[src/rtl/uart_tx_buffered.sv]
// Buffered 8N1 UART transmitter: bytes enter a small FIFO over valid/ready
// and are serialised LSB first at CLOCK_RATE/BAUD_RATE clocks per bit.
module uart_tx_buffered #(
  parameter int CLOCK_RATE = 10000000,
  parameter int BAUD_RATE  = 625000,
  parameter int FIFO_DEPTH = 4
) (
  input  logic                          clk,
  input  logic                          rst,
  input  logic [7:0]                    tx_data,
  input  logic                          tx_valid,
  output logic                          tx_ready,
  output logic                          tx,
  output logic                          busy,
  output logic [$clog2(FIFO_DEPTH):0]   fifo_count
);

  localparam int CLKS_PER_BIT = CLOCK_RATE / BAUD_RATE;
  localparam int PW = $clog2(FIFO_DEPTH);
  localparam int CW = PW + 1;
  localparam int BW = $clog2(CLKS_PER_BIT + 1);
  localparam logic [BW-1:0] BAUD_LAST = BW'(CLKS_PER_BIT - 1);
  localparam logic [CW-1:0] DEPTH_C = CW'(FIFO_DEPTH);

  typedef enum logic [1:0] {IDLE, START, DATA, STOP} state_t;

  state_t          state_reg, state_next;
  logic [BW-1:0]   baud_cnt_reg, baud_cnt_next;
  logic [2:0]      bit_idx_reg, bit_idx_next;
  logic [7:0]      shift_reg, shift_next;
  logic            tx_reg, tx_next;

  logic [7:0]      mem [FIFO_DEPTH];
  logic [PW-1:0]   wr_ptr_reg, rd_ptr_reg;
  logic [CW-1:0]   count_reg;
  logic            push, pop, fifo_empty, bit_done;
  logic [7:0]      head;

  // Ready depends only on the registered count, so a same-cycle pop never frees a slot early.
  assign tx_ready   = (count_reg < DEPTH_C);
  assign push       = tx_valid && tx_ready;
  assign fifo_empty = (count_reg == '0);
  assign head       = mem[rd_ptr_reg];
  assign bit_done   = (baud_cnt_reg == BAUD_LAST);

  assign tx         = tx_reg;
  assign busy       = (state_reg != IDLE) || !fifo_empty;
  assign fifo_count = count_reg;

  always_ff @(posedge clk) begin
    if (push) begin
      mem[wr_ptr_reg] <= tx_data;
    end
  end

  always_ff @(posedge clk or posedge rst) begin
    if (rst) begin
      wr_ptr_reg <= '0;
      rd_ptr_reg <= '0;
      count_reg  <= '0;
    end else begin
      if (push) begin
        wr_ptr_reg <= wr_ptr_reg + 1'b1;
      end
      if (pop) begin
        rd_ptr_reg <= rd_ptr_reg + 1'b1;
      end
      case ({push, pop})
        2'b10:   count_reg <= count_reg + 1'b1;
        2'b01:   count_reg <= count_reg - 1'b1;
        default: count_reg <= count_reg;
      endcase
    end
  end

  always_ff @(posedge clk or posedge rst) begin
    if (rst) begin
      state_reg    <= IDLE;
      baud_cnt_reg <= '0;
      bit_idx_reg  <= '0;
      shift_reg    <= '0;
      tx_reg       <= 1'b1;
    end else begin
      state_reg    <= state_next;
      baud_cnt_reg <= baud_cnt_next;
      bit_idx_reg  <= bit_idx_next;
      shift_reg    <= shift_next;
      tx_reg       <= tx_next;
    end
  end

  always_comb begin
    state_next    = state_reg;
    baud_cnt_next = baud_cnt_reg;
    bit_idx_next  = bit_idx_reg;
    shift_next    = shift_reg;
    pop           = 1'b0;
    case (state_reg)
      IDLE: begin
        baud_cnt_next = '0;
        bit_idx_next  = '0;
        if (!fifo_empty) begin
          pop        = 1'b1;
          shift_next = head;
          state_next = START;
        end
      end
      START: begin
        if (bit_done) begin
          baud_cnt_next = '0;
          bit_idx_next  = '0;
          state_next    = DATA;
        end else begin
          baud_cnt_next = baud_cnt_reg + 1'b1;
        end
      end
      DATA: begin
        if (bit_done) begin
          baud_cnt_next = '0;
          shift_next    = {1'b0, shift_reg[7:1]};
          bit_idx_next  = bit_idx_reg + 1'b1;
          if (bit_idx_reg == 3'd7) begin
            state_next = STOP;
          end
        end else begin
          baud_cnt_next = baud_cnt_reg + 1'b1;
        end
      end
      STOP: begin
        if (bit_done) begin
          baud_cnt_next = '0;
          // Chain straight into the next start bit when more data is queued.
          if (!fifo_empty) begin
            pop        = 1'b1;
            shift_next = head;
            state_next = START;
          end else begin
            state_next = IDLE;
          end
        end else begin
          baud_cnt_next = baud_cnt_reg + 1'b1;
        end
      end
      default: state_next = IDLE;
    endcase
  end

  always_comb begin
    tx_next = 1'b1;
    case (state_reg)
      START:   tx_next = 1'b0;
      DATA:    tx_next = shift_reg[0];
      default: tx_next = 1'b1;
    endcase
  end

endmodule
[config.mk]
export PLATFORM = sky130hd
export DESIGN_NAME = uart_tx_buffered
export DESIGN_NICKNAME = d
export VERILOG_FILES = /design/src/rtl/uart_tx_buffered.sv
export SDC_FILE = /design/constraint.sdc
export NUM_CORES = 1
export LEC_CHECK = 0
export ABC_CLOCK_PERIOD_IN_PS = 2570
export CORE_MARGIN = 2
export CORE_UTILIZATION = 58
export DETAILED_ROUTE_END_ITERATION = 10
export PLACE_DENSITY = 0.78
export SYNTH_ARGS = -nofsm -noshare
export SYNTH_HDL_FRONTEND = slang
export SYNTH_SLANG_ARGS = --single-unit
[constraint.sdc]
create_clock -name clk -period 2.57 [get_ports clk]
set_clock_uncertainty 0.05 [all_clocks]
set_input_delay 0.771 -clock clk [delete_from_list [all_inputs] [get_ports clk]]
set_output_delay 0.771 -clock clk [all_outputs]
set_load 0.05 [all_outputs]
== Word level (Yosys, flattened, before mapping) ==
Memories as Yosys holds them, arrays and structs flattened.
Index checks and enable logic that the tools add are counted.
Storage, ports and cells
  input bits: 11
  memories: 1
  flip-flop bits (word level): 26
  bits in writable memories: 32
Memory list
  mem: words 4, width 8, read ports 1, clocked after Yosys merged registers in 0, wr ports 1, line 33  | logic [7:0] mem [FIFO_DEPTH];
Cells by class
  magnitude comparators: 1
  eq/ne operators: 12
  mux-type cells: 23
  $add $sub $neg: 6
  reduce and logical (&&, ||, !) cells: 13
Operators by type and width (count)
  $mux W8: 3
  $pmux W8 S3: 1
  $mux W2: 5
  $ne A2 B2 Y1 const B: 5
  $pmux W5 S2: 1
  $pmux W3 S3: 1
  $pmux W2 S4: 1
  $add A3 B1 Y3 const B: 2
  $eq A2 B2 Y1 const B: 3
  $mux W3: 2
  $pmux W3 S2: 1
  $reduce_and A3 Y1: 2
  $reduce_bool A3 Y1: 2
  $add A5 B1 Y5 const B: 1
  $eq A5 B4 Y1 const B: 1
  $mux W1: 5
  $mux W5: 1
  $reduce_and A5 Y1: 1
  $add A2 B1 Y2 const B: 2
  $eq A2 B1 Y1 const B: 2
  $pmux W1 S2: 2
  $reduce_bool A2 Y1: 2
  $eq A3 B3 Y1 const B: 1
  $logic_not A3 Y1: 1
  other kinds (7): 7

== Logic depth before layout (Yosys ltp) ==
Gate-level depths: netlist of the first run.
  depth in word-level cells: 6
  gate-level depth with buffers: 11
  mapped depth without buffers: 10

== Worst setup path before layout of the first run ==
No wires, ideal clock.
  kind: reg2reg
  from: register baud_cnt_reg[0]
  to: register count_reg[2] (netlist: fifo_count[2])
  slack: 0.295 ns
  cell stages (with the launch flop): 12
  library setup time: 0.139 ns
  arrival: 2.086 ns
  path buffers: 1
  clock period less this slack: 2.275 ns
  cell sequence: dfrtp_1 > ha_1 > and4b_1 > buf_4 > a21oi_2 > nor3_2 > ha_1 > inv_1 > fa_1 > xor2_1 > nor2_1 > xnor2_1
On the way
  cells in the longest elaborated chain, start to end: 5
  elaborated cells on any way between the ends: 7
  classes of those cells: eq/ne (3); mux (3); reduce/logical (1)
RTL lines
  start: declaration: line 28  | logic [BW-1:0] baud_cnt_reg, baud_cnt_next;
  start signal: assignment: line 85  | baud_cnt_reg <= baud_cnt_next;
  $eq A5 B4 Y1 *: line 44  | assign bit_done = (baud_cnt_reg == BAUD_LAST);
  $mux W1 *: line 130  | if (bit_done) begin
  $pmux W1 S2 *: line 98  | case (state_reg)
  via pop: line 36  | logic push, pop, fifo_empty, bit_done;
  $eq A2 B1 Y1 or $eq A2 B2 Y1 (tied branches): line 68  | case ({push, pop})
  $pmux W3 S2 or $reduce_bool A2 Y1 (tied branches)
  end signal: assignment: line 69  | 2'b10: count_reg <= count_reg + 1'b1;
  end signal: assignment: line 70  | 2'b01: count_reg <= count_reg - 1'b1;
  end signal: assignment: line 71  | default: count_reg <= count_reg;
  end: declaration: line 35  | logic [CW-1:0] count_reg;
Mark *: on every way through the listed nets, which the timed path passes. The rest lies on a longest branch.
A chain may end at the register's enable or synchronous reset.

== Worst setup path after layout of the first run ==
  from: register count_reg[2] (netlist: fifo_count[2])
  to: output tx_ready
On the way
  cells in the longest elaborated chain, start to end: 1
RTL lines
  $lt A3 B3 Y1: line 40  | assign tx_ready = (count_reg < DEPTH_C);
  end: declaration: line 12  | output logic tx_ready,
No other way between the ends.

==> key figures, run 1 <==
Placed design
  – Placed Area: 2860 sq um
  – Port buffer count: 16
  – Routability cong.: 0.781
  – Hpwl dp: 3110 microns
  – Placed Instances: 239

Global route
  – GRT Util Overall: 0.195
  – Largest net degree at the start of global routing: 27
  – Number of global-route vias before repair: 1573
  – Total global routing overflow: 0
  – Antenna violations before repair: 0
  – First-pass GRT wire length: 7470 microns

Detailed routing
  – Met3 WL post-DR: 116 microns
  – DR pass1 iterations: 4
  – Routed wl met2: 2240 microns
  – # DRC: 0
  – DR WL/cell: 16.9 microns
  – Vias per Instance: 5.56
  – Met1 Wirelength: 1850 microns
  – Total wire length: 4300 microns
  – Final ANT Viol Nets: 0
  – DRT iter0 DRCs: 55
  – Routed vias: 1418
  – Top Layer Used: met4

Setup path
  – Required time of the critical path: 1750 ps
  – CP max stage delay: 810 ps
  – WP data arrival: 1680 ps
  – R2R Setup Slk: 220 ps
  – CP Class: register to output pin
  – Critical Path, Cell by Cell: inv_1, clkdlybuf4s50_1
  – Critical path fanouts, max: 4
  – Worst path slowest cell: clkdlybuf4s50_1
  – Cell family with most CP delay: buffers and inverters
  – Buf+Inv Stages, Crit Path: 2
  – Crit path launch type: register
  – Critical Path Sink Type: output pin

Finish
  – Post-route cell area: 3110 sq um
  – Share of layout cells above drive strength 1: 0.222
  – Finished Layout Cells: 255
  – Ant. Diodes: 0
  – Area grow syn2layout: 17.7%
  – Largest register FFs: 32
  – Fin nets: 223
  – Fillers: 274

Synth
  – Post-synthesis sequential area ratio: 0.609
  – #FFs+latches synth: 58
  – Count of different cell masters after synthesis: 41
  – Post-Syn Area per Cell: 15.3 sq um
  – Post-Synthesis Cells: 173
  – Top-count cell post-synth: edfxtp_1
  – Asr flop ratio synth: 0.448
  – Dominant cell type by area after synthesis: edfxtp_1
  – Top FF cell, synth: edfxtp_1
  – Synth cell count leaders: edfxtp_1, dfrtp_1, ha_1
  – Synth Warn #: 0
  – Synth top area share: 0.363
  – Ranking of synthesized cells by area: edfxtp_1, dfrtp_1, mux4_2, ha_1, mux2i_1
  – Mapped Area: 2650 sq um
  – Number of synthesized flops with an enable pin: 32
  – Post-Syn Nets: 198

STA
  – Final period util: 0.972
  – Max Transition Viols Final: 0
  – Tmin final: 2500 ps
  – Final setup viols: 0
  – Final Hold Viols: 0
  – RSZ-0062 raised after global routing: no
  – Fmax: 0.400 GHz
  – Rel. slew slack: 0.592
  – Slew @ Worst Pin: 612 ps
  – Fin Setup TNS: 0 ps

Min path
  – Type of the worst min-delay path: register to register

CTS
  – Root Buffer: clkbuf_8
  – Num CTS Buffers: 9
  – H-Tree Depth: 3
  – TritonCTS clock tree: built
  – CTS clk-pin slew, worst paths: 70 ps
  – CTS Sinks: 58
  – Post-CTS setup buffers: 0
  – Worst skew pair latency: 330 ps
  – Clock tree buffer depth: 2

Run
  – Max_cap viols: 0

Floorplanning
  – CORE AREA: 4380 sq um
  – Die height: 71.5 microns
  – Starting density of the core: 0.604
  – Num rows: 24
  – Ports: 17
  – Die W: 71.5 microns
  – Die ar.: 5120 sq um

Run status
  – Status: complete, no violations

Pwr
  – Leak: 1.28 nW
  – Worst VDD drop: 0.000837 V
  – Pwr/cell area: 1280 nW/um^2
==> cells by family (layout without fill, tap and decap cells) <==
family / Yosys count / after routing / synth area share
buf+inv: 18 / 48 / 0.0307
fa+ha+maj: 14 / 14 / 0.0690
xor+xnor: 9 / 9 / 0.0298
compound gates: 21 / 21 / 0.0704
simple gates: 34 / 34 / 0.0804
flops: 58 / 58 / 0.609
mux: 19 / 19 / 0.110
==> metal layers <==
layer	up-vias	global-route usage
li1	683	-
met1	700	0.235
met2	24	0.335
met3	11	0.0408
met4	0	0.0922
met5	-	0
==> path summary, 6_finish.rpt <==
check                           startpoint               to  depth (start not counted)
max                          fifo_count[2]         tx_ready                          2
min                        baud_cnt_reg[0]  baud_cnt_reg[0]                          1
max reg2reg                baud_cnt_reg[0]    fifo_count[2]                         10
min reg2reg                baud_cnt_reg[0]  baud_cnt_reg[0]                          1
max in group asynchronous              rst               tx                          3
min in group asynchronous              rst    fifo_count[2]                          3
==> through the flow <==
step	setup slack, ps	hold slack [ps]	utilization	total power [mW]
floorplan	295	387	-	2.65
global placement	136	402	0.653	2.90
detailed placement	81.8	410	0.653	2.99
CTS	52.0	419	0.710	4.03
global route	16.8	450	0.710	4.24
finish	72.5	419	0.710	3.99
==> where the power goes <==
part / internal (mW) / total, mW / leakage [nW] / switching [mW]
logic: 0.672 / 1.48 / 0.552 / 0.812
registers: 1.25 / 1.47 / 0.602 / 0.224
clock network: 0.652 / 1.03 / 0.124 / 0.383
==> placed cells by master, fill, tap and decap left out, types with 2 or more instances in the layout <==
cell type | synthesis | final
nor2_1 | 12 | 12
xnor2_1 | 5 | 5
nor2b_1 | 3 | 3
clkinv_4 | 0 | 3
edfxtp_1 | 32 | 32
ha_1 | 13 | 12
o2bb2ai_1 | 2 | 2
a21oi_2 | 4 | 4
xor2_1 | 4 | 4
dfrtp_1 | 25 | 25
inv_1 | 12 | 12
mux2i_1 | 10 | 10
nand2_1 | 4 | 4
and2_1 | 4 | 4
mux4_2 | 8 | 8
buf_4 | 1 | 5
a21oi_1 | 5 | 5
nor3_1 | 3 | 3
bufinv_16 | 0 | 3
clkdlybuf4s50_1 | 0 | 15
clkbuf_8 | 0 | 9
==> what timing repair did <==
action / CTS / global route
hold buffers: 0 / 0
gates resized for setup: 0 / 1
endpoints found under the setup margin: 0 / 1
==> cell type report <==
| class | count | area (sq um) | area share |
|---|---|---|---|
| clock buffer | 9 | 124 | 0.0398 |
| timing repair buffer | 20 | 188 | 0.0603 |
| clock inverter | 7 | 125 | 0.0402 |
| sequential | 58 | 1610 | 0.518 |
| multi-input combinational | 97 | 955 | 0.307 |
| tap | 52 | 65.1 | 0.0209 |
| inverter | 12 | 45.0 | 0.0145 |
==> worst reg2reg max path: cells and delay by family, from the launching register on <==
| kind | cells | cell delay (ps) |
|---|---|---|
| compound gates | 1 | 90 |
| xor+xnor | 2 | 280 |
| fa+ha+maj | 3 | 860 |
| buf+inv | 1 | 60 |
| flops | 1 | 370 |
| simple gates | 3 | 570 |
(Power assumes the default switching activity.)
==> run 2, diff against run 1 <==
Settings changed: HOLD_SLACK_MARGIN from default to 0.1, REMOVE_ABC_BUFFERS from default to 1.
==> run 2 against run 1 <==
Clock-buffer cell count increased by 1. Die area unchanged. Total power decreased by 3.4%. Critical path type unchanged. Largest power group unchanged.
==> key figures, run 2 (synthesis gave the netlist of run 1 again) <==
STA
  – RSZ-0062 raised after global routing: no
  – Rel. slew slack: 0.617 (+0.0252)
  – Final setup viols: 0 (unchanged)
  – Fmax: 0.397 GHz (-0.84%)
  – Tmin final: 2520 ps (+21.3 ps)
  – Final Hold Viols: 0 (unchanged)
  – Final period util: 0.980 (+0.00827)
  – Slew @ Worst Pin: 575 ps (-37.1 ps)
  – Max Transition Viols Final: 0 (unchanged)
  – Fin Setup TNS: 0 ps (unchanged)

Placed design
  – Hpwl dp: 3050 microns (-1.9%)
  – Routability cong.: 0.718 (-8.1%)
  – Placed Instances: 240 (+0.42%)
  – Port buffer count: 16 (unchanged)

Pwr
  – Pwr/cell area: 1250 nW/um^2 (-2.3%)
  – Worst VDD drop: 0.000622 V (-26%)
  – Leak: 1.26 nW (-1.1%)

Finish
  – Commonest non-fill, non-tap cell in the layout: edfxtp_1
  – Final Core Density: 0.702 (-0.00799)
  – Area grow syn2layout: 16.4%
  – Share of layout cells above drive strength 1: 0.211 (-0.0109)
  – Finished Layout Cells: 256 (+0.39%)
  – Largest register FFs: 32 (unchanged)
  – Ant. Diodes: 0 (unchanged)
  – Fin nets: 224 (+0.45%)
  – Commonest non-fill, non-tap cells in the layout: edfxtp_1, dfrtp_1, clkdlybuf4s50_1
  – Fillers: 294 (+7.3%)

CTS
  – H-Tree Depth: 3 (unchanged)
  – Hold_buf cts: 0 (unchanged)
  – CTS clk-pin slew, worst paths: 60 ps (about the same)
  – TritonCTS clock tree: built
  – CTS Sinks: 58 (unchanged)
  – Post-CTS setup buffers: 0 (unchanged)
  – Root Buffer: clkbuf_8
  – Num CTS Buffers: 9 (unchanged)
  – Worst skew pair latency: 330 ps (about the same)
  – Post-cts sizing count: 0 (unchanged)
  – Clock tree buffer depth: 2 (unchanged)

Setup path
  – Critical Path Sink Type: output pin
  – Crit path launch type: register
  – Required time of the critical path: 1750 ps (about the same)
  – Critical path fanouts, max: 4 (unchanged)
  – CP Class: register to output pin
  – WP data arrival: 1700 ps (+20 ps)

Global route
  – Total global routing overflow: 0 (unchanged)
  – Met2 GRT Util: 0.318 (-0.0175)
  – Antenna violations before repair: 0 (unchanged)
  – First-pass GRT wire length: 7310 microns (-2.1%)
  – GRT Util Overall: 0.194 (-0.00110)
  – Grt peak-use layer: met2
  – M3 GR Usage: 0.0549 (+0.0141)
  – Grt met1 use: 0.241 (+0.00535)
  – Number of global-route vias before repair: 1545 (-1.8%)
  – Largest net degree at the start of global routing: 27 (unchanged)

Floorplanning
  – Die ar.: 5120 sq um (unchanged)
  – CORE AREA: 4380 sq um (unchanged)
  – Die height: 71.5 microns (unchanged)
  – Starting density of the core: 0.604 (unchanged)
  – Num rows: 24 (unchanged)
  – Ports: 17 (unchanged)
  – Die W: 71.5 microns (unchanged)

Run status
  – Status: complete, no violations

Detailed routing
  – Final ANT Viol Nets: 0 (unchanged)
  – # DRC: 0 (unchanged)
  – DR WL/cell: 16.6 microns (-1.5%)
  – DRT iter0 DRCs: 74 (+35%)
  – DR pass1 iterations: 4 (unchanged)
  – Total wire length: 4260 microns (-1.1%)
  – Vias per Instance: 5.59 (+0.45%)
  – Routed vias: 1430 (+0.85%)

Min path
  – Type of the worst min-delay path: register to register

Run
  – Max_cap viols: 0 (unchanged)
-- run 2: cell count changes in the layout (fill, tap and decap cells not counted), sizes merged --
cell and change:
buf +1, bufinv -1, clkbuf +1, inv -1, clkinvlp +1
-- run 2: final cells by class --
| cell class | instances | area (sq um) | share of cell area |
|---|---|---|---|
| multi-input combinational | 97 | 952 | 0.309 |
| clock buffer | 10 | 128 | 0.0414 |
| clock inverter | 6 | 81.3 | 0.0264 |
| sequential | 58 | 1610 | 0.524 |
| timing repair buffer | 21 | 195 | 0.0634 |
| inverter | 12 | 45.0 | 0.0146 |
| tap | 52 | 65.1 | 0.0211 |
-- run 2: worst max-delay path: stages (launching register included) --
cell and delay [ps]:
dfrtp_1 450, inv_1 120, clkdlybuf4s50_1 810
-- run 2: metrics by stage --
| step | setup WS, ps | instance area, sq um | total power [mW] | hold WS, ps |
|---|---|---|---|---|
| after floorplan | 230 | 2610 | 2.60 | 388 |
| final | 51.2 | 3080 | 3.85 | 433 |
| after global placement | 134 | 2870 | 2.90 | 407 |
| after global routing | 9.40 | 3080 | 4.10 | 457 |
| after detailed placement | 79.9 | 2870 | 3.01 | 425 |
| after CTS | 25.7 | 3080 | 3.91 | 434 |
-- run 2: final timing paths --
path	from	endpoint	slack, ps	cells past startpoint
max in group asynchronous	rst	tx	1410	3
hold / removal	baud_cnt_reg[0]	baud_cnt_reg[0]	430	1
hold reg to reg	baud_cnt_reg[0]	baud_cnt_reg[0]	430	1
min in group asynchronous	rst	wr_ptr_reg[1]	750	3
setup reg to reg	baud_cnt_reg[0]	fifo_count[2]	150	10
setup / recovery	fifo_count[2]	tx_ready	50	2
-- run 2: power by group --
group | switching, mW | total (mW) | internal (mW)
combinational | 0.809 | 1.49 | 0.680
sequential | 0.227 | 1.48 | 1.25
clock | 0.350 | 0.889 | 0.539
total | 1.39 | 3.85 | 2.47
-- run 2: routing by layer --
metal,wire [microns],up-vias
li1,-,684
met5,0,-
met1,1870,724
met4,64,0
met2,2220,14
met3,100,8
==> run 3, diff against run 2 <==
Settings changed: ABC_CLOCK_PERIOD_IN_PS 2570 to 2700, RECOVER_POWER from default to 25.
Clock period 2.57 ns to 2.7 ns, I/O delays scaled along.
==> run 3 against run 2 <==
Sequential share of layout area fell by 0.61 points. Largest cell class unchanged. Combinational power fell by 4%. Cell count did not move. Sequential power fell by 5%. Hold slack got worse by 6.9 ps. Die area did not move. Clock-buffer cell count fell by 1. Largest power group unchanged. Utilization rose by 0.83 points. Global-route usage rose by 0.32 points. Routed wire length rose by 3.0%. Critical path type unchanged. Sequential cell count did not move.
==> key figures, run 3 (synthesis gave the netlist of run 1 again) <==
Run status
  – Status: complete, no violations

STA
  – Fin Setup TNS: 0 ps (unchanged)
  – Final Hold Viols: 0 (unchanged)
  – Tmin final: 2550 ps
  – Slew @ Worst Pin: 1430 ps (+854 ps)
  – Rel. slew slack: 0.0474 (-0.569)
  – Final worst slack: 151 ps (+100 ps)
  – Fmax: 0.392 GHz
  – RSZ-0062 raised after global routing: no
  – Hold WS: 427 ps (-6.91 ps)
  – Final period util: 0.944
  – Final setup viols: 0 (unchanged)
  – Max Transition Viols Final: 0 (unchanged)

Detailed routing
  – DR WL/cell: 17.1 microns (+3.0%)
  – DRT iter0 DRCs: 88 (+19%)
  – DR pass1 iterations: 4 (unchanged)
  – Total wire length: 4380 microns (+3.0%)
  – # DRC: 0 (unchanged)
  – Final ANT Viol Nets: 0 (unchanged)
  – Vias per Instance: 5.70 (+2.0%)
  – Routed vias: 1459 (+2.0%)

Placed design
  – Pre-CTS WS: 141 ps (+61.2 ps)
  – Routability cong.: 0.793 (+10%)
  – Placed Area: 2870 sq um (unchanged)
  – Placed Instances: 240 (unchanged)
  – Port buffer count: 16 (unchanged)
  – Hpwl dp: 3100 microns (+1.8%)

Finish
  – Final Core Density: 0.711 (+0.00828)
  – Post-route cell area: 3120 sq um (+1.2%)
  – Fin nets: 224 (unchanged)
  – Largest register FFs: 32 (unchanged)
  – Share of layout cells above drive strength 1: 0.216 (+0.00490)
  – Fillers: 298 (+1.4%)
  – Finished Layout Cells: 256 (unchanged)
  – Commonest non-fill, non-tap cell in the layout: edfxtp_1
  – Area grow syn2layout: 17.7%
  – Commonest non-fill, non-tap cells in the layout: edfxtp_1, dfrtp_1, ha_1
  – Ant. Diodes: 0 (unchanged)
  – Register area: 1610 sq um (unchanged)
  – Area of the multi-input gates: 952 sq um (unchanged)

Min path
  – Hold Path Stages: 1 (unchanged)
  – Type of the worst min-delay path: register to register

Global route
  – Antenna violations before repair: 0 (unchanged)
  – First-pass GRT wire length: 7300 microns (-0.19%)
  – Total global routing overflow: 0 (unchanged)
  – Number of global-route vias before repair: 1521 (-1.6%)
  – Largest net degree at the start of global routing: 27 (unchanged)
  – GRT Util Overall: 0.197 (+0.00322)

Setup path
  – WP data arrival: 1690 ps (about the same)
  – Reg2reg path depth: 10 (unchanged)
  – Required time of the critical path: 1840 ps (+90 ps)
  – Critical path fanouts, max: 4 (unchanged)
  – Critical Path Sink Type: output pin
  – CP Class: register to output pin
  – Crit path launch type: register

Floorplanning
  – Die ar.: 5120 sq um (unchanged)
  – Ports: 17 (unchanged)
  – CORE AREA: 4380 sq um (unchanged)
  – Die height: 71.5 microns (unchanged)
  – Starting density of the core: 0.604 (unchanged)
  – Die W: 71.5 microns (unchanged)
  – Num rows: 24 (unchanged)

CTS
  – H-Tree Depth: 3 (unchanged)
  – Post-cts sizing count: 0 (unchanged)
  – Clock tree buffer depth: 2 (unchanged)
  – Post-CTS setup buffers: 0 (unchanged)
  – CTS clk-pin slew, worst paths: 70 ps (about the same)
  – CTS Sinks: 58 (unchanged)
  – Hold_buf cts: 0 (unchanged)
  – Root Buffer: clkbuf_8
  – Worst skew pair latency: 340 ps (about the same)
  – Num CTS Buffers: 9 (unchanged)
  – TritonCTS clock tree: built

Pwr
  – Leak: 1.28 nW (+1.4%)
  – Power Total: 3.81 mW (-1.1%)
  – Worst VDD drop: 0.000737 V (+19%)
  – Pwr/cell area: 1220 nW/um^2 (-2.3%)

Run
  – Max_cap viols: 0 (unchanged)
-- run 3: cell types whose count changed in the layout (fill, tap and decap cells not counted) --
cell,previous run,this run
buf_4,6,5
bufinv_16,2,3
clkdlybuf4s50_1,15,11
clkinv_1,1,0
clkinv_2,2,0
clkinv_4,0,2
clkinvlp_4,1,0
dlygate4sd3_1,0,4
inv_6,0,2
-- run 3: per-layer routing --
metal	GRT usage	wire length [microns]	vias to the layer above	share of wire
met2	0.314	2280	33	0.52
met5	0	0	-	0
met3	0.0549	151	10	0.034
li1	-	-	686	-
met1	0.250	1850	730	0.42
met4	0.101	95	0	0.022
-- run 3: layout make-up --
| cell class | instances | share of cell area |
|---|---|---|
| clock inverters | 7 | 0.0402 |
| repair buffers | 21 | 0.0614 |
| clock buffers | 9 | 0.0398 |
| multi-input cells | 97 | 0.306 |
| well taps | 52 | 0.0209 |
| flip-flops and latches | 58 | 0.518 |
| inverters | 12 | 0.0145 |
-- run 3: worst max-delay path, stage by stage, from the launching register on --
cell,delay (ps)
dfrtp_1,440
inv_1,110
clkdlybuf4s50_1,800
-- run 3: worst paths after layout --
| path | slack [ps] | startpoint | end |
|---|---|---|---|
| setup reg to reg | 290 | baud_cnt_reg[0] | fifo_count[2] |
| max in group asynchronous | 420 | rst | rd_ptr_reg[1] |
| setup / recovery | 150 | fifo_count[2] | tx_ready |
| min in group asynchronous | 1340 | rst | wr_ptr_reg[0] |
| hold reg to reg | 430 | baud_cnt_reg[0] | baud_cnt_reg[0] |
| hold / removal | 430 | baud_cnt_reg[0] | baud_cnt_reg[0] |
-- run 3: where the power goes --
group	switching [mW]	leakage (nW)	internal, mW
Sequential	0.217	0.602	1.19
Combinational	0.780	0.556	0.645
Clock	0.357	0.124	0.622
